### config.mk
export PLATFORM = sky130hd
export DESIGN_NAME = conway_pattern_loader
export DESIGN_NICKNAME = d
export VERILOG_FILES = /design/src/rtl/conway_pattern_loader.sv
export SDC_FILE = /design/constraint.sdc
export NUM_CORES = 1
export LEC_CHECK = 0
export BUFFER_PORTS_ARGS = -buffer_cell sky130_fd_sc_hd__buf_2
export CAP_MARGIN = 30
export CORE_AREA = 2 2 63 110
export DETAILED_ROUTE_END_ITERATION = 16
export DIE_AREA = 0 0 65 112
export PLACE_DENSITY_LB_ADDON = 0.1
export SLEW_MARGIN = 20
export SYNTH_ARGS = -nofsm -noshare
export SYNTH_HDL_FRONTEND = slang
export SYNTH_SLANG_ARGS = --single-unit
export TNS_END_PERCENT = 1
### constraint.sdc
create_clock -name clk -period 3.51 [get_ports clk]
set_clock_uncertainty 0.15 [all_clocks]
set_input_delay 0.702 -clock clk [delete_from_list [all_inputs] [get_ports clk]]
set_output_delay 0.702 -clock clk [all_outputs]
set_load 0.03 [all_outputs]
### src/rtl/conway_pattern_loader.sv
`default_nettype none
// ============================================================================
// Module   : conway_pattern_loader
// Purpose  : Upstream feeder for the conway core. Parses a byte stream
//            (count N, then N {row, col} pairs) into single-cycle cell load
//            writes while the core is held in load mode. It then switches
//            the core to run mode and counts generations via next_gen. It
//            returns to load mode after RUN_GENS generations (0 = run until
//            abort).
// Revision : 1.0 - initial release
// ----------------------------------------------------------------------------
// Ports:
//   clk        in   system clock
//   rst        in   asynchronous, active-low reset
//   in_data    in   stream byte
//   in_valid   in   in_data valid
//   in_ready   out  loader accepts a byte this cycle
//   abort      in   force return to idle from any state
//   next_gen   in   one-cycle pulse from the core per completed generation
//   state      out  to core: 0 = load, 1 = run
//   addr       out  to core: cell to set, {row, col}
//   load_we    out  to core: addr valid this cycle
//   busy       out  high in every state except IDLE
//   done       out  one-cycle pulse when a run completes (not on abort)
//   gen_count  out  generations elapsed in the current run
// ============================================================================
module conway_pattern_loader #(
  parameter int COORD_W   = 8,
  parameter int RUN_GENS  = 4,
  parameter int GEN_CNT_W = 16
) (
  input  logic                   clk,
  input  logic                   rst,
  input  logic [7:0]             in_data,
  input  logic                   in_valid,
  output logic                   in_ready,
  input  logic                   abort,
  input  logic                   next_gen,
  output logic                   state,
  output logic [2*COORD_W-1:0]   addr,
  output logic                   load_we,
  output logic                   busy,
  output logic                   done,
  output logic [GEN_CNT_W-1:0]   gen_count
);

  localparam logic [GEN_CNT_W-1:0] RUN_TARGET = GEN_CNT_W'(RUN_GENS);

  typedef enum logic [2:0] {
    S_IDLE  = 3'd0,
    S_ROW   = 3'd1,
    S_COL   = 3'd2,
    S_FLUSH = 3'd3,
    S_RUN   = 3'd4
  } fsm_t;

  fsm_t               fsm;
  logic [7:0]         remaining;
  logic [COORD_W-1:0] row;
  logic               accept;
  logic [GEN_CNT_W-1:0] gen_next;

  assign accept = in_valid && in_ready;

  // Saturating increment of the generation counter.
  always_comb begin
    gen_next = gen_count;
    if (gen_count != '1) begin
      gen_next = gen_count + GEN_CNT_W'(1);
    end
  end

  always_ff @(posedge clk or negedge rst) begin
    if (!rst) begin
      fsm       <= S_IDLE;
      remaining <= '0;
      row       <= '0;
      in_ready  <= 1'b0;
      state     <= 1'b0;
      addr      <= '0;
      load_we   <= 1'b0;
      busy      <= 1'b0;
      done      <= 1'b0;
      gen_count <= '0;
    end else begin
      // Strobes default low; addr and gen_count hold unless updated.
      load_we <= 1'b0;
      done    <= 1'b0;
      if (abort) begin
        // Drop any partial frame; in_ready stays low for one cycle.
        fsm      <= S_IDLE;
        state    <= 1'b0;
        in_ready <= 1'b0;
        busy     <= 1'b0;
      end else begin
        case (fsm)
          S_IDLE: begin
            in_ready <= 1'b1;
            if (accept) begin
              busy <= 1'b1;
              if (in_data == 8'd0) begin
                fsm      <= S_FLUSH;
                in_ready <= 1'b0;
              end else begin
                remaining <= in_data;
                fsm       <= S_ROW;
              end
            end
          end
          S_ROW: begin
            if (accept) begin
              row <= in_data[COORD_W-1:0];
              fsm <= S_COL;
            end
          end
          S_COL: begin
            if (accept) begin
              addr      <= {row, in_data[COORD_W-1:0]};
              load_we   <= 1'b1;
              remaining <= remaining - 8'd1;
              if (remaining == 8'd1) begin
                fsm      <= S_FLUSH;
                in_ready <= 1'b0;
              end else begin
                fsm <= S_ROW;
              end
            end
          end
          S_FLUSH: begin
            // The final load_we is on the bus during this cycle with state=0.
            fsm       <= S_RUN;
            gen_count <= '0;
          end
          S_RUN: begin
            if (!state) begin
              // First RUN cycle arms run mode; next_gen is not counted
              // until the core has actually been switched to run.
              state <= 1'b1;
            end else if (next_gen) begin
              gen_count <= gen_next;
              if ((RUN_GENS != 0) && (gen_next == RUN_TARGET)) begin
                fsm      <= S_IDLE;
                state    <= 1'b0;
                done     <= 1'b1;
                busy     <= 1'b0;
                in_ready <= 1'b1;
              end
            end
          end
          default: begin
            fsm      <= S_IDLE;
            state    <= 1'b0;
            in_ready <= 1'b0;
            busy     <= 1'b0;
          end
        endcase
      end
    end
  end

endmodule
`default_nettype wire

# Yosys cells after proc, flatten, opt, wreduce, memory -nomap -nowiden
# Index checks and enable logic that the tools add are counted.
# op_classes
eq_ne	22
muxes	46
n_reduce_logical	15
add_sub_neg	2
n_bitwise	1
# op_table
cell	count
16-bit two-way mux	3
16-bit one-hot mux with 2 select lines	1
1-bit two-way mux	25
8-bit two-way mux	3
3-bit two-way mux	7
3-bit inequality test, second input constant	7
16-bit by 1-bit adder with 16-bit output, second input constant	1
16-bit by 3-bit equality test with 1-bit output, second input constant	1
16-bit inequality test, second input constant	1
8-bit one-hot mux with 2 select lines	1
3-bit one-hot mux with 5 select lines	1
6-bit AND reduction	2
2-bit inequality test, second input constant	5
5-bit AND reduction	2
8-bit by 1-bit equality test with 1-bit output, second input constant	1
8-bit logical NOT	1
8-bit by 1-bit subtractor with 8-bit output, second input constant	1
3-bit by 2-bit equality test with 1-bit output, second input constant	2
2-bit by 1-bit inequality test with 1-bit output, second input constant	3
3-bit AND reduction	2
2-bit two-way mux	2
1-bit one-hot mux with 4 select lines	1
4-bit AND reduction	1
2-bit nonzero test	2
10 further kinds	10
# totals
reg_bits	56
elab_cells	96
out_inout_bits	37
in_bits	13

# Logic depth before layout (Yosys ltp)
# Gate-level depths: netlist (run 1).
# depth
depth_word	8
ltp_mapped	9
depth_no_buf	8

# Least setup slack after synthesis (run 1)
# OpenSTA, ideal clock, no wires.
# synth_path
path_kind	reg-to-reg
from	register gen_count[0]
to	register busy
synth_period_minus_slack_ns	2.967
path_stages_with_launch	9
t_required_ns	3.266
arrival_time_ns	2.723
setup_ns	0.094
setup_slack_ns	0.543
path_buffers	0
path_cell_list	dfrtp_1 ha_1 nand3_1 nor4_1 xnor2_1 nand4_1 nand4b_1 or4_4 a221oi_2
# synth_between
elab_chain_cells	5
word_cells_on_any_way	6
cone_classes	1 x add/sub; 3 x eq/ne; 1 x mux; 1 x reduce/logical
# synth_rtl
item	line_no	text
from (decl)	44	output logic [GEN_CNT_W-1:0] gen_count
from (signal assigned)	140	gen_count <= gen_next;
16-bit by 1-bit adder with 16-bit output or 16-bit inequality test (tied branches)	69, 68	
16-bit two-way mux *	68	if (gen_count != '1) begin
16-bit by 3-bit equality test with 1-bit output *	141	if ((RUN_GENS != 0) && (gen_next == RUN_TARGET)) begin
3-bit inequality test (no source line) *	n/a	
5-bit AND reduction (no source line) *	n/a	
to (signal assigned)	82	busy <= 1'b0;
to (signal assigned)	145	busy <= 1'b0;
to (signal assigned)	154	busy <= 1'b0;
to (decl)	42	output logic busy,
# Every way passes the cells marked *; elsewhere a longest branch is shown, timed or not.
# A chain may end at the register's enable or synchronous reset.

# Worst setup path after layout (run 1)
# Ends and elaborated chain as after synthesis.

==> Implementation_results.wiki, run 1 <==
{| class="wikitable"
! Metric !! Value
|-
| Status || completed
|-
| Synthesized area per cell || 9.50 µm²
|-
| Fill cell count || 607
|-
| Power, Total || 1.50 mW
|-
| Via count || 2724
|-
| Post-cts resize count || 0
|-
| First-pass GRT wire length || 13400 µm
|-
| Final worst-path setup slack || 422 ps
|-
| Post-synthesis sequential element count || 56
|-
| Avg Vias per Cell || 5.97
|-
| Register area share after synthesis || 45.3%
|-
| Setup repair after global routing missed its margin || no
|-
| Path class of the lowest-slack min-delay path || in -> async
|-
| Final std cell area, no fill || 3570 µm²
|-
| Cell-by-cell trace of the critical path || ha_1, and3_4, nand2_1, nor4_1, xnor2_1, nand4b_1, or4_4, a221oi_2
|-
| Data arrival time of the critical path || 3150 ps
|-
| Critical-path maximum fanout || 7
|-
| Count of yosys warnings during synthesis || 0
|-
| Final layout net count || 389
|-
| Starting utilization of the core area || 48.4%
|-
| Antenna violations before repair || 0
|-
| Family with the most delay on the worst path || simple AND/OR/NAND/NOR gates
|-
| Overall Global Routing Usage || 24.0%
|-
| Number of library cell types mapped by synthesis || 57
|-
| Violation count after the first detailed-route iteration || 182
|-
| Buffers inserted by post-CTS timing repair || 0
|-
| Slowest cell delay on critical path || 550 ps
|-
| Number of hold violations in the final report || 0
|-
| Final Cycle Share || 88.0%
|-
| Die extent in y || 112 µm
|-
| Clock tree root buffer cell || sky130_fd_sc_hd__clkbuf_16
|-
| Number of nets in the synthesized netlist || 342
|-
| Number of top-level pins || 50
|-
| Met3 wire len || 257 µm
|-
| CTS H-Tree Depth || 2
|-
| Time the final worst path needs with I/O delays and setup || 3090 ps
|-
| Half-perimeter wire length after placement || 5950 µm
|-
| Cell area reported after detailed placement || 3420 µm²
|-
| Wirelength per Cell || 17.4 µm
|-
| # clock sinks || 56
|-
| Count of mapped cells out of synthesis || 326
|-
| Worst hold margin || 313 ps
|-
| Highest clock rate || 0.324 GHz
|-
| Count of final setup violators || 0
|-
| Length of the first detailed-routing pass in iterations || 4
|-
| Fin util || 55.8%
|-
| Cell with the largest stage delay on the worst path || sky130_fd_sc_hd__or4_4
|-
| Chip width || 65 µm
|-
| Clock tree from TritonCTS || done
|-
| Post-CTS Hold Fix Bufs || 0
|-
| Top Metal Used || met4
|-
| Routed met2 length || 4400 µm
|-
| Element type at the critical path start || flip-flop
|-
| Placed cells || 448
|-
| Total negative slack || 0 ps
|-
| Latest clock arrival within the worst-skew pair || 300 ps
|-
| Bufs and invs on worst path || 0
|-
| Area enclosed by the die boundary || 7280 µm²
|-
| Areal power density over the cells || 421 nW/µm²
|-
| Kind of critical path || reg -> reg
|-
| Number of inserted diodes || 0
|-
| Number of enable-type register cells in the synthesized netlist || 0
|-
| Inserted Clock Buffers || 5
|-
| Async S/R FF share, synth || 100%
|-
| Pin count of the biggest net entering global routing || 35
|-
| Main synth FF type || sky130_fd_sc_hd__dfrtp_1
|-
| Total routed wire length on the met1 layer || 2950 µm
|-
| Netlist Area Pre-Place || 3100 µm²
|-
| Total wire length after detailed routing || 7920 µm
|-
| Number of buffers on the longest clock path || 2
|-
| Num rows || 39
|-
| Floorplan core area || 6390 µm²
|-
| Count of pins over their slew limit || 0
|-
| Clock transition at path regs || 70 ps
|-
| Final GP Congestion || 0.920
|-
| Non-filler instance count after layout || 456
|-
| Overflow left after global routing || 0
|-
| Fraction of layout cells with a size suffix above 1 || 27.3%
|-
| Required time reported for the critical path endpoint || 3570 ps
|-
| Count of buffers from port buffering || 49
|-
| Tightest slew margin relative to the limit || 41.8%
|-
| Via count of the first global-routing pass || 2756
|-
| Worst-case setup slack after placement || 461 ps
|-
| IR Drop Worst-Case VDD || 0.000527 V
|-
| Routed Antenna Nets || 0
|-
| Crit path capture type || flip-flop
|-
| Drt drc || 0
|-
| Max-cap violations || 0
|-
| Static power due to leakage || 1.64 nW
|-
| P&R area growth vs syn || 15.2%
|-
| Pin slew with the least headroom to its limit || 872 ps
|}
[registers in the layout, indices dropped and copies added (netlist names)]
name	count
in_ready	1
load_we	1
state	1
fsm	3
addr	16
row	8
gen_count	16
done	1
busy	1
remaining	8
[where the power goes]
part	switching [mW]	leakage (nW)	internal [mW]
Clock	0.241	0.0702	0.266
Sequential	0.0560	0.754	0.716
Combinational	0.132	0.814	0.0919
Total	0.428	1.64	1.07
[area by class of cell]
| type | instances | area [µm²] | share of cell area (%) |
|---|---|---|---|
| Clock inverter | 3 | 21.3 | 0.596 |
| Sequential cell | 56 | 1400 | 39.3 |
| Inverter | 6 | 22.5 | 0.631 |
| Multi-Input combinational cell | 245 | 1570 | 44.1 |
| Timing Repair Buffer | 59 | 320 | 8.98 |
| Tap cell | 82 | 103 | 2.88 |
| Clock buffer | 5 | 125 | 3.51 |
[routing by layer]
metal,vias up,track usage [%]
met4,0,12.1
met5,-,0
met3,19,4.14
met1,1344,25.3
li1,1297,-
met2,64,44.1
[cells by family (layout without fill, tap and decap cells)]
kind of cell    Yosys count  after routing  share of synthesized area [%]
flops                    56             56                           45.3
mux                      24             24                           8.73
compound gates           80             80                           15.9
buf+inv                  25             73                           3.88
fa+ha+maj                 3              3                           1.21
xor+xnor                  6              6                           1.70
simple gates            132            132                           23.3
[cell usage in the layout, fill, tap and decap left out, drive strengths merged, types with 10 or more instances in the layout]
master,n
a21oi,26
dfrtp,56
nor3,10
mux2,24
buf,59
nand4,11
nand2,31
o21ai,27
nor2,27
nand3,18
[cells in the mapped netlist, types with 3 or more instances]
master / number / area [µm²]
sky130_fd_sc_hd__nor2_1: 26 / 97.6
sky130_fd_sc_hd__xnor2_1: 4 / 35.0
sky130_fd_sc_hd__buf_4: 3 / 22.5
sky130_fd_sc_hd__and2_1: 3 / 18.8
sky130_fd_sc_hd__nand2_1: 31 / 116
sky130_fd_sc_hd__and3_2: 3 / 22.5
sky130_fd_sc_hd__nand2b_1: 3 / 18.8
sky130_fd_sc_hd__mux2_1: 5 / 56.3
sky130_fd_sc_hd__mux2_2: 19 / 214
sky130_fd_sc_hd__inv_1: 6 / 22.5
sky130_fd_sc_hd__o21ai_1: 4 / 20.0
sky130_fd_sc_hd__o21ai_0: 23 / 115
sky130_fd_sc_hd__nor4_1: 6 / 37.5
sky130_fd_sc_hd__a21oi_1: 26 / 130
sky130_fd_sc_hd__clkbuf_1: 9 / 33.8
sky130_fd_sc_hd__buf_2: 6 / 30.0
sky130_fd_sc_hd__a31oi_1: 7 / 43.8
sky130_fd_sc_hd__nand4_1: 9 / 56.3
sky130_fd_sc_hd__o22a_1: 3 / 26.3
sky130_fd_sc_hd__nor3_1: 9 / 45.0
sky130_fd_sc_hd__dfrtp_1: 56 / 1400
sky130_fd_sc_hd__nand3_1: 17 / 85.1
sky130_fd_sc_hd__ha_1: 3 / 37.5
[worst paths after layout]
kind / from / end / slack, ps / cells after the start
worst max-delay path: gen_count[0] / busy / 420 / 8
worst min-delay path: rst / gen_count[5] / 310 / 1
worst max register to register: gen_count[0] / busy / 420 / 8
worst min register to register: addr[0] / addr[0] / 330 / 1
max in group asynchronous: rst / addr[14] / 2210 / 2
min in group clk: addr[0] / addr[0] / 330 / 1
Note: power is estimated with default switching activity, not from simulation.
==> run 2, diff against run 1 <==
CORE_AREA = 2 2 74 93   (was 2 2 63 110)
DIE_AREA = 0 0 76 95   (was 0 0 65 112)
==> run 2 against run 1 <==
Compared with the run above:
- routed wire length fell by 6.6%
- sequential cell count unchanged
- global-route usage is 3.1 points lower
- largest power group unchanged
- clock power decreased by 24%
- setup slack got worse by 18 ps
- worst hold slack worse by 180 ps
- non-clock buffer count shrank 3
- largest cell class unchanged
- first-iteration DRC count grew 19%
- final cell count up 0.44%
==> Implementation_results.wiki, run 2 (synthesis gave the netlist of run 1 again) <==
{| class="wikitable"
! Metric !! Value
|-
| Floorplan core area || 6400 µm² (+0.12%)
|-
| IR Drop Worst-Case VDD || 0.000251 V (-52%)
|-
| Die extent in y || 95 µm (-15%)
|-
| Overall Global Routing Usage || 20.9% (-3.1 points)
|-
| Number of top-level pins || 50 (unchanged)
|-
| Element type at the critical path start || flip-flop
|-
| Overflow left after global routing || 0 (unchanged)
|-
| Pin count of the biggest net entering global routing || 42 (+20%)
|-
| Max-cap violations || 0 (unchanged)
|-
| Final worst-path setup slack || 404 ps (-18.2 ps)
|-
| Length of the first detailed-routing pass in iterations || 4 (unchanged)
|-
| Time the final worst path needs with I/O delays and setup || 3110 ps (+18.2 ps)
|-
| Drt drc || 0 (unchanged)
|-
| Final layout net count || 386 (-0.77%)
|-
| Avg Vias per Cell || 5.80 (-2.9%)
|-
| Post-CTS Hold Fix Bufs || 0 (unchanged)
|-
| Clock tree root buffer cell || sky130_fd_sc_hd__clkbuf_8
|-
| Status || completed
|-
| Post-cts resize count || 0 (unchanged)
|-
| Crit path capture type || flip-flop
|-
| Met3 wire len || 313 µm (+22%)
|-
| Chip width || 76 µm (+17%)
|-
| Clock transition at path regs || 110 ps (+40 ps)
|-
| Count of final setup violators || 0 (unchanged)
|-
| Number of inserted diodes || 0 (unchanged)
|-
| Number of hold violations in the final report || 0 (unchanged)
|-
| Path class of the lowest-slack min-delay path || in -> async
|-
| Kind of critical path || reg -> reg
|-
| First-pass GRT wire length || 12000 µm (-10%)
|-
| Largest registers in the final layout || addr x16, gen_count x16
|-
| Static power due to leakage || 1.60 nW (-2.1%)
|-
| Antenna violations before repair || 0 (unchanged)
|-
| Setup repair after global routing missed its margin || no
|-
| Via count of the first global-routing pass || 2372 (-14%)
|-
| Fill cell count || 597 (-1.6%)
|-
| Via count || 2657 (-2.5%)
|-
| Total wire length after detailed routing || 7400 µm (-6.6%)
|-
| Highest clock rate || 0.322 GHz (-0.59%)
|-
| # clock sinks || 56 (unchanged)
|-
| Latest clock arrival within the worst-skew pair || 320 ps (+20 ps)
|-
| Final Cycle Share || 88.5% (+0.52 points)
|-
| Count of pins over their slew limit || 0 (unchanged)
|-
| Half-perimeter wire length after placement || 5350 µm (-10%)
|-
| Top Metal Used || met4
|-
| Clock tree from TritonCTS || done
|-
| Routed Antenna Nets || 0 (unchanged)
|-
| Inserted Clock Buffers || 5 (unchanged)
|-
| Tightest slew margin relative to the limit || 42.4% (+0.59 points)
|-
| Critical-path maximum fanout || 7 (unchanged)
|-
| Number of buffers on the longest clock path || 2 (unchanged)
|-
| Fraction of layout cells with a size suffix above 1 || 26.7% (-0.59 points)
|-
| Routed met2 length || 3680 µm (-16%)
|-
| Placed cells || 450 (+0.45%)
|-
| Areal power density over the cells || 393 nW/µm² (-6.8%)
|-
| Data arrival time of the critical path || 3180 ps (+30 ps)
|-
| Area enclosed by the die boundary || 7220 µm² (-0.82%)
|-
| Pin slew with the least headroom to its limit || 863 ps (-8.91 ps)
|-
| Violation count after the first detailed-route iteration || 217 (+19%)
|-
| Required time reported for the critical path endpoint || 3580 ps (about the same)
|-
| Total negative slack || 0 ps (unchanged)
|-
| Non-filler instance count after layout || 458 (+0.44%)
|-
| Most frequent standard cell in the layout excluding fill and tap cells || sky130_fd_sc_hd__dfrtp_1
|-
| Num rows || 33 (-15%)
|-
| Starting utilization of the core area || 48.4% (-0.057 points)
|-
| Final GP Congestion || 0.892 (-3.0%)
|-
| Wirelength per Cell || 16.2 µm (-7.0%)
|-
| Total routed wire length on the met1 layer || 3240 µm (+9.8%)
|-
| Buffers inserted by post-CTS timing repair || 0 (unchanged)
|-
| P&R area growth vs syn || 13.1%
|-
| Most frequent cells in the layout || sky130_fd_sc_hd__dfrtp_1 (56), sky130_fd_sc_hd__buf_2 (49), sky130_fd_sc_hd__nand2_1 (31)
|-
| Count of buffers from port buffering || 49 (unchanged)
|-
| CTS H-Tree Depth || 2 (unchanged)
|-
| Worst-case setup slack after placement || 452 ps (-9.53 ps)
|}
run 2: cell types whose count changed in the layout (fill, tap and decap cells not counted):
cell,previous run,this run
sky130_fd_sc_hd__clkbuf_8,0,5
sky130_fd_sc_hd__buf_4,10,7
sky130_fd_sc_hd__inv_6,1,2
sky130_fd_sc_hd__clkbuf_16,5,0
sky130_fd_sc_hd__inv_8,0,1
sky130_fd_sc_hd__clkinv_2,1,0
sky130_fd_sc_hd__clkinvlp_4,1,0
run 2: path summary, 6_finish.rpt:
check	from	end	slack (ps)	cells after the start
max	gen_count[0]	busy	400	8
min reg2reg	addr[10]	addr[10]	340	1
max reg2reg	gen_count[0]	busy	400	8
min in group clk	addr[10]	addr[10]	340	1
max in group asynchronous	rst	gen_count[1]	2210	2
min	rst	gen_count[5]	140	1
run 2: routing by layer:
layer  global-route usage, %  vias up
met4                    7.42        0
met2                    36.5       71
met1                    26.5     1287
li1                        -     1283
met3                    3.44       16
met5                       0        -
run 2: per-stage QoR:
stage / area (µm²) / power (mW) / util (%) / hold slack (ps)
floorplan: 3100 / 0.923 / - / 256
global placement: 3400 / 0.997 / 53.2 / 315
global route: 3500 / 1.45 / 54.7 / 150
CTS: 3500 / 1.39 / 54.7 / 144
finish: 3500 / 1.38 / 54.7 / 138
detailed placement: 3400 / 1.00 / 53.2 / 319
run 2: final cells by class:
type	instances	area [µm²]	area share [%]
Sequential cell	56	1400	40.0
Multi-Input combinational cell	245	1570	44.9
Tap cell	87	109	3.11
Inverter	6	22.5	0.643
Timing Repair Buffer	56	298	8.50
Clock buffer	5	68.8	1.96
Clock inverter	3	28.8	0.822
run 2: report_power, final:
group	switching (mW)	leakage, nW	internal [mW]
clock network	0.234	0.0511	0.151
logic	0.129	0.798	0.0911
registers	0.0543	0.754	0.715
total	0.417	1.60	0.958
run 2: critical path, cell delays in order, from the launching register on:
cell and delay, ps:
sky130_fd_sc_hd__dfrtp_1 450, sky130_fd_sc_hd__ha_1 310, sky130_fd_sc_hd__and3_4 250, sky130_fd_sc_hd__nand2_1 100, sky130_fd_sc_hd__nor4_1 530, sky130_fd_sc_hd__xnor2_1 220
sky130_fd_sc_hd__nand4b_1 260, sky130_fd_sc_hd__or4_4 540, sky130_fd_sc_hd__a221oi_2 220
